### src/rtl/merge_run_sequencer.sv
// Splits a stream of sorted runs into alternating A/B runs for a two-input merger,
// closing each run with an all-zero terminator tuple and pulsing o_done after the last pair.
module merge_run_sequencer #(
  parameter int DATA_WIDTH = 128,
  parameter int LEN_WIDTH  = 16
) (
  input  logic                      i_clk,
  input  logic                      i_rst,
  input  logic                      i_start,
  input  logic [LEN_WIDTH-1:0]      i_run_len,
  input  logic [LEN_WIDTH-1:0]      i_num_pairs,
  input  logic [2*DATA_WIDTH-1:0]   i_data,
  input  logic                      i_data_empty,
  output logic                      o_data_read,
  output logic [2*DATA_WIDTH-1:0]   o_fifo_1_data,
  output logic                      o_fifo_1_write,
  input  logic                      i_fifo_1_full,
  output logic [2*DATA_WIDTH-1:0]   o_fifo_2_data,
  output logic                      o_fifo_2_write,
  input  logic                      i_fifo_2_full,
  output logic                      o_busy,
  output logic                      o_done
);

  typedef enum logic [2:0] {
    IDLE   = 3'd0,
    RUN_A  = 3'd1,
    TERM_A = 3'd2,
    RUN_B  = 3'd3,
    TERM_B = 3'd4
  } state_t;

  localparam logic [LEN_WIDTH-1:0] LEN_ONE = {{(LEN_WIDTH-1){1'b0}}, 1'b1};

  state_t               state_q, state_d;
  logic [LEN_WIDTH-1:0] tuple_q, tuple_d;
  logic [LEN_WIDTH-1:0] pair_q, pair_d;
  logic [LEN_WIDTH-1:0] run_len_q, run_len_d;
  logic [LEN_WIDTH-1:0] num_pairs_q, num_pairs_d;
  logic [LEN_WIDTH-1:0] tuple_inc_s;
  logic [LEN_WIDTH-1:0] pair_inc_s;

  // Incremented counts never wrap: equality with the latched limit is hit first.
  assign tuple_inc_s = tuple_q + LEN_ONE;
  assign pair_inc_s  = pair_q + LEN_ONE;

  // Next-state logic and zero-latency transfer strobes, all decoded from the state register.
  always_comb begin
    state_d        = state_q;
    tuple_d        = tuple_q;
    pair_d         = pair_q;
    run_len_d      = run_len_q;
    num_pairs_d    = num_pairs_q;
    o_data_read    = 1'b0;
    o_fifo_1_write = 1'b0;
    o_fifo_1_data  = '0;
    o_fifo_2_write = 1'b0;
    o_fifo_2_data  = '0;
    o_done         = 1'b0;
    o_busy         = (state_q != IDLE);

    case (state_q)
      IDLE: begin
        if (i_start && (i_run_len != '0) && (i_num_pairs != '0)) begin
          run_len_d   = i_run_len;
          num_pairs_d = i_num_pairs;
          tuple_d     = '0;
          pair_d      = '0;
          state_d     = RUN_A;
        end else begin
          state_d = IDLE;
        end
      end
      RUN_A: begin
        if (!i_data_empty && !i_fifo_1_full) begin
          o_data_read    = 1'b1;
          o_fifo_1_write = 1'b1;
          o_fifo_1_data  = i_data;
          if (tuple_inc_s == run_len_q) begin
            tuple_d = '0;
            state_d = TERM_A;
          end else begin
            tuple_d = tuple_inc_s;
          end
        end else begin
          state_d = RUN_A;
        end
      end
      TERM_A: begin
        if (!i_fifo_1_full) begin
          o_fifo_1_write = 1'b1;
          state_d        = RUN_B;
        end else begin
          state_d = TERM_A;
        end
      end
      RUN_B: begin
        if (!i_data_empty && !i_fifo_2_full) begin
          o_data_read    = 1'b1;
          o_fifo_2_write = 1'b1;
          o_fifo_2_data  = i_data;
          if (tuple_inc_s == run_len_q) begin
            tuple_d = '0;
            state_d = TERM_B;
          end else begin
            tuple_d = tuple_inc_s;
          end
        end else begin
          state_d = RUN_B;
        end
      end
      TERM_B: begin
        if (!i_fifo_2_full) begin
          o_fifo_2_write = 1'b1;
          pair_d         = pair_inc_s;
          if (pair_inc_s == num_pairs_q) begin
            o_done  = 1'b1;
            state_d = IDLE;
          end else begin
            state_d = RUN_A;
          end
        end else begin
          state_d = TERM_B;
        end
      end
      default: begin
        state_d = IDLE;
      end
    endcase
  end

  // State, counters and latched job parameters.
  always_ff @(posedge i_clk or posedge i_rst) begin
    if (i_rst) begin
      state_q     <= IDLE;
      tuple_q     <= '0;
      pair_q      <= '0;
      run_len_q   <= '0;
      num_pairs_q <= '0;
    end else begin
      state_q     <= state_d;
      tuple_q     <= tuple_d;
      pair_q      <= pair_d;
      run_len_q   <= run_len_d;
      num_pairs_q <= num_pairs_d;
    end
  end

endmodule
### config.mk
export PLATFORM = sky130hd
export DESIGN_NAME = merge_run_sequencer
export DESIGN_NICKNAME = d
export VERILOG_FILES = /design/src/rtl/merge_run_sequencer.sv
export SDC_FILE = /design/constraint.sdc
export NUM_CORES = 1
export LEC_CHECK = 0
export CAP_MARGIN = 20
export CORE_AREA = 5 5 315 317
export CTS_CLUSTER_DIAMETER = 150
export DETAILED_ROUTE_END_ITERATION = 12
export DIE_AREA = 0 0 320 322
export GPL_TIMING_DRIVEN = 0
export RECOVER_POWER = 100
export SLEW_MARGIN = 20
export SYNTH_ARGS = -nofsm -noshare
export SYNTH_HDL_FRONTEND = slang
export SYNTH_SLANG_ARGS = --single-unit
### constraint.sdc
create_clock -name i_clk -period 4 [get_ports i_clk]
set_clock_uncertainty 0.1 [all_clocks]
set_input_delay 0.8 -clock i_clk [delete_from_list [all_inputs] [get_ports i_clk]]
set_output_delay 0.8 -clock i_clk [all_outputs]
set_load 0.02 [all_outputs]
After elaboration in Yosys (flattened, before gate mapping). Index checks and enable logic that the tools add are counted. Widths: inputs -> output; s select.

Add/sub/neg operators: 2. $mul: 0. Div/mod/pow operators: 0. Order comparisons: 0. Equal/unequal tests: 12. Shifts and indexed selects: 0. Multiplexer cells: 30. Bitwise operators: 0. Reduce and logical (&&, ||, !) cells: 17.

Operators by type and width (count): $mux 256 (4); $mux 16 (5); $pmux 16 s3 (1); $add 16x1->16 const B (2); $eq 16x16->1 (2); $pmux 16 s2 (1); $reduce_bool 16->1 (2); $mux 3 (5); $pmux 3 s5 (1); $mux 1 (10); $ne 2x2->1 const B (4); $eq 3x2->1 const B (2); $ne 3x3->1 const B (2); $pmux 1 s2 (3); $reduce_bool 3->1 (2); $logic_and 1x1->1 (4); $reduce_and 2->1 (2); $reduce_and 4->1 (1); $eq 3x1->1 const B (1); $eq 3x3->1 const B (1); $logic_not 1->1 (3); $logic_not 3->1 (1); $reduce_and 3->1 (1); $reduce_bool 2->1 (1).

Register bits: 67. Latch bits: 0. Bits in writable memories: 0. ROM bits: 0. Input bits: 294. Memories: 0.

Longest topological paths before layout. Gate-level depths: netlist of run 1.

Word-level depth: 5. Mapped depth: 8. Gate-level depth less buffers: 7.

Least setup slack after synthesis of run 1. No wires, ideal clock.

Path kind: reg-to-output. Start point: register pair_q[0]. End point: output port o_done. Arrival: 2314 ps. Required time: 3100 ps. Slack: 786 ps. Stages on the path, launching flop included: 8. Buffers on the path: 0. Cell sequence: dfrtp_1 -> ha_1 -> nand3_1 -> or3_1 -> o21a_1 -> or4_1 -> nor4_1 -> and2_1.

Longest elaborated chain between the ends: 5.

RTL lines: start: declaration (RTL line 37) `logic [LEN_WIDTH-1:0] pair_q, pair_d;`; start signal: assignment (RTL line 143) `pair_q <= pair_d;`; $add 16x1->16 (RTL line 45) `assign pair_inc_s = pair_q + LEN_ONE;`; $eq 16x16->1 (RTL line 116) `if (pair_inc_s == num_pairs_q) begin`; $mux 1 (RTL line 116); $mux 1 (RTL line 113) `if (!i_fifo_2_full) begin`; $mux 1 (RTL line 62) `case (state_q)`; end: declaration (RTL line 22) `output logic o_done`.

No other way between the ends.

Worst setup path in the final report of run 1.
Start point: input port i_data_empty. End point: output port o_fifo_1_data[9].

Longest elaborated chain between the ends: 4.

RTL lines: start: declaration (RTL line 13) `input logic i_data_empty,`; $logic_not 1->1 (RTL line 75) `if (!i_data_empty && !i_fifo_1_full) begin`; $logic_and 1x1->1 (RTL line 75); $mux 256 (RTL line 75); $mux 256 (RTL line 62); end: declaration (RTL line 15) `output logic [2*DATA_WIDTH-1:0] o_fifo_1_data,`.

No other way between the ends.

==> impl_results.md, run 1 <==
* Run status: completed
* Asr flop ratio synth at 100.0%
* Avg Cell Area, Syn at 7.722 µm²
* Req. time, crit path at a little over 3000 ps
* Ys Warns at 0
* CTS Root Buffer Type: clkbuf_16
* Cts bufs inserted at 9
* First-pass GRT wire length at ~120000 µm
* Clock period minus worst slack at 3999 ps
* Final routed DRC violation total at 0
* GRT Resource Usage Total at between 10% and 20%
* Design Power at about 5.0 mW
* Worst slack, placed at -2027 ps
* CTS tree: done
* Post-Syn Instances at ~1k
* Antenna violations before repair at between 80 and 90
* Area delta synth->final at 124.8%
* Core area at about 96000 µm²
* Final net count at approximately 2.1k
* Vias in the first global route at about 11k
* Area contributors post-synth: and2_1, dfrtp_1, mux2_2
* Hold Worst Slack at about 400 ps
* Die height at around 320 µm
* Slew HR at under 10%
* Placed cell count at roughly 3k
* Htree depth at 3
* Register area share after synthesis at between 20% and 30%
* Worst min-delay path class: reg2reg
* Largest net degree at the start of global routing at 54
* Most used DFF post-synth: dfrtp_1
* CP most frequent cell: clkdlybuf4s50_1
* Syn Nets at about 1.3k
* Port bufs at 810
* DR vias at approximately 11k
* TNS Setup at 0 ps
* Row cnt at roughly 110
* CP Class: in2out
* Routed Antenna Nets at 0
* Worst-Skew Late Latency at roughly 340 ps
* Final Cell Area at around 17000 µm²
* Post-layout util at between 15 and 20%
* RD Place Congestion at 0.9215
* Highest clock rate at approximately 0.25 GHz
* Hold-fix buffer count after cts at 0
* Leading area contributor after synthesis: and2_1
* Synth unique cells at 64
* Netlist Area Pre-Place at 7752 µm²
* RSZ-0062 raised after global routing: yes
* Final worst path period share at between 90 and 100%
* Final Worst Setup Slack at approximately 1.1 ps
* Drt total wl at between 90000 and 100000 µm
* Synth top area share at 41.72%
* Most frequent cells in the layout: and2_1, clkdlybuf4s50_1, dlygate4sd2_1
* HPWL Detailed at 88350 µm
* Placed Area at between 15000 and 20000 µm²
* WP buf/inv at 3
* Clock-pin transition on the worst setup and hold timing paths at 60 ps
* Worst-path fanout max at 10
* CP Launch Type: input port
* Worst EP arrival at roughly 3100 ps
* Max_cap viols at 0
* Clock sink count at 67
* Initial Utilization at 8.076%
* Chip Width at roughly 320 µm
* Number of synthesized flops with an enable pin at 0
* CP delay by family, top: buffers and inverters
* Power density cells at about 280 nW/µm²
* Most common cell after layout, fill and taps aside: and2_1
* Vias per cell at 3.478
* Layout Cells excl Fill at approximately 3.1k
* CP Cell Sequence: clkdlybuf4s50_1, or3b_2, nor2_4, buf_4, and2_1, clkdlybuf4s50_1
* Clock Path Buffers at 2
* Crit path max-delay cell type: clkdlybuf4s50_1
* Worst-margin pin slew at around 1400 ps
* Peak VDD IR at around 0.00018 V
* GRT Residual Overflow at 0
* CP max stage delay at between 600 and 700 ps
* Finish-stage setup viols at 0
* Final Hold Vio Count at 0
* Critical Path End Type: output pin
* IO Pins at roughly 810
* Avg WL per Cell at between 30 and 40 µm
* Yosys reg bits at 67
* Drt initial violations at 628
* Share of cells above drive strength 1 at between 10% and 20%
* DIE AREA at a little over 100000 µm²
* Drt first pass iters at 4
* Max-slew violations at 0
* Leak Pwr at roughly 8.3 nW
[per-layer routing]
| layer | track usage, % | wire length, µm |
|---|---|---|
| met1 | 20.25 | 37730 |
| met2 | 24.43 | 37580 |
| met3 | 13.92 | 17030 |
| met4 | 3.809 | 2281 |
| met5 | 0 | 502 |
[area by class of cell]
| class | count | area [µm²] |
|---|---|---|
| fill | 10950 | 78570 |
| timing repair buffer | 821 | 7412 |
| multi-input combinational | 846 | 5667 |
| sequential | 67 | 1678 |
| tap | 1276 | 1597 |
| buffer | 80 | 639.4 |
| clock buffer | 10 | 239.0 |
| clock inverter | 6 | 88.84 |
| antenna | 28 | 70.07 |
| inverter | 9 | 35.03 |
[worst paths after layout]
path / from / endpoint / slack, ps / cells past startpoint
setup / recovery: i_data_empty / o_fifo_1_data[9] / 1 / 6
hold / removal: pair_q[15] / pair_q[15] / 400 / 1
setup reg to reg: tuple_q[0] / tuple_q[1] / 810 / 7
hold reg to reg: pair_q[15] / pair_q[15] / 400 / 1
max in group asynchronous: i_rst / pair_q[0] / 1110 / 3
min in group asynchronous: i_rst / tuple_q[9] / 880 / 2
[sequential cells by signal (all words and copies together), names as in the netlist]
name and flops:
run_len_q 16, state_q 3, pair_q 16, tuple_q 16
num_pairs_q 16
[cells by family after synthesis]
group,synth area share [%]
compound gates,7.053
buf+inv,5.520
fa+ha+maj,0.4519
simple gates,54.00
flops,21.63
xor+xnor,6.052
mux,5.294
[cell usage after synthesis, types with 3 or more instances]
| library cell | number |
|---|---|
| and3_1 | 5 |
| and2_1 | 517 |
| a31oi_1 | 4 |
| o31ai_1 | 10 |
| nand2b_1 | 4 |
| mux2i_1 | 5 |
| a21oi_1 | 13 |
| and4_1 | 6 |
| nor2b_1 | 5 |
| nor4_1 | 14 |
| xor2_1 | 30 |
| inv_1 | 9 |
| dfrtp_1 | 67 |
| nand3_1 | 14 |
| buf_2 | 5 |
| nor3_2 | 10 |
| nor3b_1 | 3 |
| nor3_1 | 6 |
| xnor2_1 | 18 |
| or4_1 | 4 |
| nand2_1 | 32 |
| clkbuf_1 | 63 |
| or3_1 | 4 |
| o221ai_1 | 3 |
| o21ai_0 | 29 |
| mux2_2 | 32 |
| nor2_1 | 27 |
| nand4_1 | 13 |
| buf_6 | 8 |
[timing repair]
action | in CTS | in global routing
cloned | 0 | 0
gates resized for setup | 874 | 215
pin swaps | 2 | 2
setup buffers | 3 | 7
endpoints found under the setup margin | 514 | 183
[report_power, final]
| part | internal [mW] | switching [mW] | total (mW) |
|---|---|---|---|
| clock network | 0.562 | 0.314 | 0.877 |
| registers | 0.872 | 0.215 | 1.09 |
| logic | 1.31 | 1.68 | 2.99 |
| total | 2.74 | 2.21 | 4.96 |
(Power assumes the default switching activity.)
==> inputs of run 2 (changes only) <==
- CAP_MARGIN: 20 -> unset
- GPL_ROUTABILITY_DRIVEN: unset -> 0
==> impl_results.md, run 2 (same netlist as run 1, synthesis figures left out) <==
* RSZ-0062 raised after global routing: yes
* Run status: completed
* CP Class: in2out
* DIE AREA at 103000 µm² (unchanged)
* Antenna violations before repair at 84 (+2.4%)
* Max_cap viols at 0 (unchanged)
* Slew HR at 9.008% (+0.093 points)
* Peak VDD IR at 0.0001520 V (-17%)
* Area delta synth->final at 122.9%
* GRT Resource Usage Total at 17.39% (+0.13 points)
* Largest net degree at the start of global routing at 54 (unchanged)
* Final net count at 2127 (-0.14%)
* Cts bufs inserted at 9 (unchanged)
* CP Launch Type: input port
* Final Hold Vio Count at 0 (unchanged)
* Design Power at 4.738 mW (-4.4%)
* Most frequent cells in the layout: and2_1, dlygate4sd2_1, clkdlybuf4s50_1
* Worst-Skew Late Latency at 340 ps (about the same)
* Post-layout util at 18.00% (-0.15 points)
* Worst EP arrival at 3080 ps (-20 ps)
* Req. time, crit path at 3100 ps (about the same)
* Final worst path period share at 99.61% (-0.36 points)
* Vias per cell at 3.467 (-0.32%)
* Clock sink count at 67 (unchanged)
* Leak Pwr at 8.092 nW (-2.3%)
* Routed Antenna Nets at 0 (unchanged)
* First-pass GRT wire length at 117300 µm (+1.3%)
* Reg-to-Reg Start: tuple_q[0]
* Drt initial violations at 634 (+0.96%)
* Final routed DRC violation total at 0 (unchanged)
* Placed cell count at 3091 (unchanged)
* Finish-stage setup viols at 0 (unchanged)
* Most common cell after layout, fill and taps aside: and2_1
* Hold Crit Start: run_len_q[4]
* Worst min-delay path class: reg2reg
* Row cnt at 114 (unchanged)
* HPWL Detailed at 88320 µm (about the same)
* Worst-margin pin slew at 1365 ps (-1.393 ps)
* CP startpoint: i_fifo_2_full
* CTS tree: done
* Highest clock rate at 0.2510 GHz (+0.36%)
* Initial Utilization at 8.076% (unchanged)
* Vias in the first global route at 10.71k (+1.3%)
* Die height at 322 µm (unchanged)
* DR vias at 10.89k (-0.38%)
* IO Pins at 811 (unchanged)
* Core area at 95990 µm² (unchanged)
* Share of cells above drive strength 1 at 13.48% (-4.2 points)
* Worst-path fanout max at 10 (unchanged)
* Chip Width at 320 µm (unchanged)
* Layout Cells excl Fill at 3141 (-0.064%)
* Drt first pass iters at 5 (+1)
* GRT Residual Overflow at 0 (unchanged)
* Port bufs at 810 (unchanged)
* Max-slew violations at 0 (unchanged)
* Power density cells at 274.2 nW/µm² (-3.6%)
* Hold Worst Slack at 429.6 ps (+27.70 ps)
* Drt total wl at 95070 µm (about the same)
* CTS Root Buffer Type: clkbuf_16
* Avg WL per Cell at 30.27 µm (about the same)
* Htree depth at 3 (unchanged)
* Clock Path Buffers at 2 (unchanged)
* Clock-pin transition on the worst setup and hold timing paths at 50 ps (about the same)
* Critical Path End Type: output pin
* Hold-fix buffer count after cts at 0 (unchanged)
* Clock period minus worst slack at 3984 ps (-14.40 ps)
==> run 2: cell count changes in the layout (fill, tap and decap cells not counted), moves of 7 or more <==
cell and change:
and2_0 +116, and2_1 -112, dlygate4sd2_1 +39, clkbuf_1 +34, buf_2 -32, clkbuf_4 -13
clkdlybuf4s50_1 -11, clkbuf_2 -8, clkdlybuf4s15_2 -8, buf_4 -7, clkdlybuf4s18_2 +7
==> run 2: path summary, 6_finish.rpt <==
path                                           end  slack, ps  cells after the start
worst max register to register          tuple_q[1]        850                      7
min in group asynchronous               tuple_q[8]        900                      2
worst max-delay path            o_fifo_2_data[183]         20                      8
worst min register to register        run_len_q[4]        430                      1
worst min-delay path                  run_len_q[4]        430                      1
max in group asynchronous          num_pairs_q[13]       1190                      3
==> run 2: final cells by class <==
cell class | count | area (µm²)
fillers | 10980 | 78710
repair buffers | 816 | 7421
multi-input cells | 846 | 5648
flip-flops and latches | 67 | 1677
well taps | 1276 | 1597
plain buffers | 82 | 574.3
clock buffers | 13 | 250.2
diodes | 32 | 80.08
inverters | 9 | 35.03
==> run 2: what timing repair did <==
item,CTS,global route
resized for setup,851,130
buffers inserted,5,0
endpoints found under the setup margin,514,133
pin swaps,2,0
==> run 2: per-stage QoR <==
stage	TNS, ps	instance area (µm²)	worst slack, ps
detailed placement	-537690	17490	-1753
global placement	-736170	17460	-2359
finish	0	17280	15.52
global route	-2083	17210	-57.61
floorplan	0	7752	786.1
CTS	-305.9	17580	-190.8
==> run 2: routing by layer <==
metal / track usage (%) / vias to the layer above / routed length (µm)
li1: - / 4981 / -
met1: 20.54 / 5090 / 38300
met2: 24.98 / 616 / 37970
met3: 13.71 / 128 / 16330
met4: 3.227 / 74 / 2005
met5: 0 / - / 466
==> run 2: critical path: stages <==
cell and delay (ps):
clkdlybuf4s50_1 490, or3b_4 450, nor2_4 110, buf_12 140, clkbuf_8 220, clkbuf_2 250, and2_1 280, clkdlybuf4s15_2 310
==> run 2: power by group <==
group,switching (mW),total [mW],internal (mW)
registers,0.208,1.08,0.872
clock network,0.275,0.701,0.426
logic,1.68,2.96,1.28
total,2.16,4.74,2.58
==> inputs of run 3 (changes only) <==
- SETUP_SLACK_MARGIN: unset -> 0.5
==> impl_results.md, run 3 (same netlist as run 1, synthesis figures left out) <==
* Final net count at 2149 (+1.0%)
* Power density cells at 297.9 nW/µm² (+8.6%)
* Highest clock rate at 0.2592 GHz (+3.3%)
* Final worst path period share at 96.43% (-3.2 points)
* Layout Cells excl Fill at 3167 (+0.83%)
* Req. time, crit path at 3100 ps (about the same)
* Antenna violations before repair at 90 (+7.1%)
* Most frequent cells in the layout: and2_1, clkbuf_1, clkdlybuf4s50_1
* DR vias at 11.17k (+2.5%)
* Peak VDD IR at 0.0001516 V (-0.25%)
* Row cnt at 114 (unchanged)
* Area delta synth->final at 107.4%
* CP Launch Type: input port
* Worst min-delay path class: reg2reg
* GRT Resource Usage Total at 17.56% (+0.17 points)
* DIE AREA at 103000 µm² (unchanged)
* Chip Width at 320 µm (unchanged)
* Final Cell Area at 16080 µm² (-7.0%)
* WP buf/inv at 5 (unchanged)
* Initial Utilization at 8.076% (unchanged)
* Share of cells above drive strength 1 at 15.09% (+1.6 points)
* Routed Antenna Nets at 0 (unchanged)
* CTS tree: done
* Drt first pass iters at 6 (+1)
* GRT Residual Overflow at 0 (unchanged)
* Hold-fix buffer count after cts at 0 (unchanged)
* Hold Worst Slack at 431.3 ps (+1.724 ps)
* Final routed DRC violation total at 0 (unchanged)
* Most common cell after layout, fill and taps aside: and2_1
* Leak Pwr at 6.260 nW (-23%)
* Drt total wl at 97260 µm (+2.3%)
* Worst-margin pin slew at 1376 ps (+10.90 ps)
* Final Hold Vio Count at 0 (unchanged)
* Number of fill cells at 11.19k (+1.9%)
* IO Pins at 811 (unchanged)
* Final Worst Setup Slack at 142.6 ps (+127.1 ps)
* First-pass GRT wire length at 118300 µm (+0.84%)
* CTS Root Buffer Type: clkbuf_16
* Port bufs at 810 (unchanged)
* Clock-pin transition on the worst setup and hold timing paths at 50 ps (about the same)
* CP Cell Sequence: clkbuf_2, or3b_4, nor2_4, buf_12, clkbuf_2, clkbuf_2, and2_1, dlymetal6s2s_1
* HPWL Detailed at 88320 µm (unchanged)
* Placed cell count at 3091 (unchanged)
* Cts bufs inserted at 9 (unchanged)
* Max_cap viols at 0 (unchanged)
* Htree depth at 3 (unchanged)
* Clock Path Buffers at 2 (unchanged)
* Clock period minus worst slack at 3857 ps (-127.1 ps)
* Slew HR at 8.281% (-0.73 points)
* Design Power at 4.789 mW (+1.1%)
* Placed Area at 17490 µm² (unchanged)
* Critical Path End Type: output pin
* CP Class: in2out
* Worst-path fanout max at 10 (unchanged)
* Largest net degree at the start of global routing at 54 (unchanged)
* Crit path max-delay cell type: clkbuf_2
* CP delay by family, top: buffers and inverters
* Die height at 322 µm (unchanged)
* Max-slew violations at 0 (unchanged)
* Drt initial violations at 622 (-1.9%)
* Worst EP arrival at 2960 ps (-120 ps)
* RSZ-0062 raised after global routing: yes
* Core area at 95990 µm² (unchanged)
* CP most frequent cell: clkbuf_2
* Post-layout util at 16.75% (-1.3 points)
* Avg WL per Cell at 30.71 µm (+1.5%)
* Finish-stage setup viols at 0 (unchanged)
* Worst-Skew Late Latency at 340 ps (about the same)
* TNS Setup at 0 ps (unchanged)
* Vias in the first global route at 10.75k (+0.39%)
* Worst slack, placed at -1753 ps (unchanged)
* Vias per cell at 3.526 (+1.7%)
* Run status: completed
* Clock sink count at 67 (unchanged)
* CP max stage delay at 510 ps (+20 ps)
[run 3: cell types whose count changed in the layout (fill, tap and decap cells not counted), sizes merged, moves of 20 or more]
cell / delta
clkbuf: +350
dlygate4sd2: -311
clkdlybuf4s15: -87
buf: +53
clkdlybuf4s25: +44
clkdlybuf4s50: -20
[run 3: power breakdown]
group,internal (mW),switching (mW)
Sequential,0.873,0.207
Combinational,1.27,1.73
Clock,0.426,0.277
Total,2.57,2.22
[run 3: per-layer routing]
| layer | vias up | routed length (µm) | track usage, % |
|---|---|---|---|
| met4 | 84 | 2400 | 2.656 |
| met3 | 164 | 17010 | 14.13 |
| met1 | 5252 | 39090 | 20.62 |
| li1 | 5027 | - | - |
| met2 | 639 | 38220 | 25.46 |
| met5 | - | 540 | 0 |
[run 3: final timing paths]
| kind | to | cells after the start | slack [ps] | startpoint |
|---|---|---|---|---|
| max | o_fifo_1_data[250] | 8 | 140 | i_data_empty |
| min | run_len_q[4] | 1 | 430 | run_len_q[4] |
| max reg2reg | tuple_q[1] | 7 | 850 | tuple_q[0] |
| min reg2reg | run_len_q[4] | 1 | 430 | run_len_q[4] |
| max in group asynchronous | pair_q[0] | 3 | 1090 | i_rst |
| min in group asynchronous | tuple_q[8] | 2 | 890 | i_rst |
[run 3: final cells by class]
class | instances | area, µm² | share of cell area [%]
Inverter | 9 | 35.03 | 0.2179
Buffer | 82 | 817.0 | 5.082
Tap cell | 1276 | 1597 | 9.931
Sequential cell | 67 | 1679 | 10.44
Multi-Input combinational cell | 846 | 5713 | 35.54
Timing Repair Buffer | 838 | 5896 | 36.67
Antenna cell | 36 | 90.09 | 0.5604
Clock buffer | 13 | 250.2 | 1.557
[run 3: timing repair]
action                                   CTS  global route
resized for setup                       1256           687
cloned                                     3             2
pin swaps                                  3             4
buffers inserted                           7            15
endpoints found under the setup margin   515           466
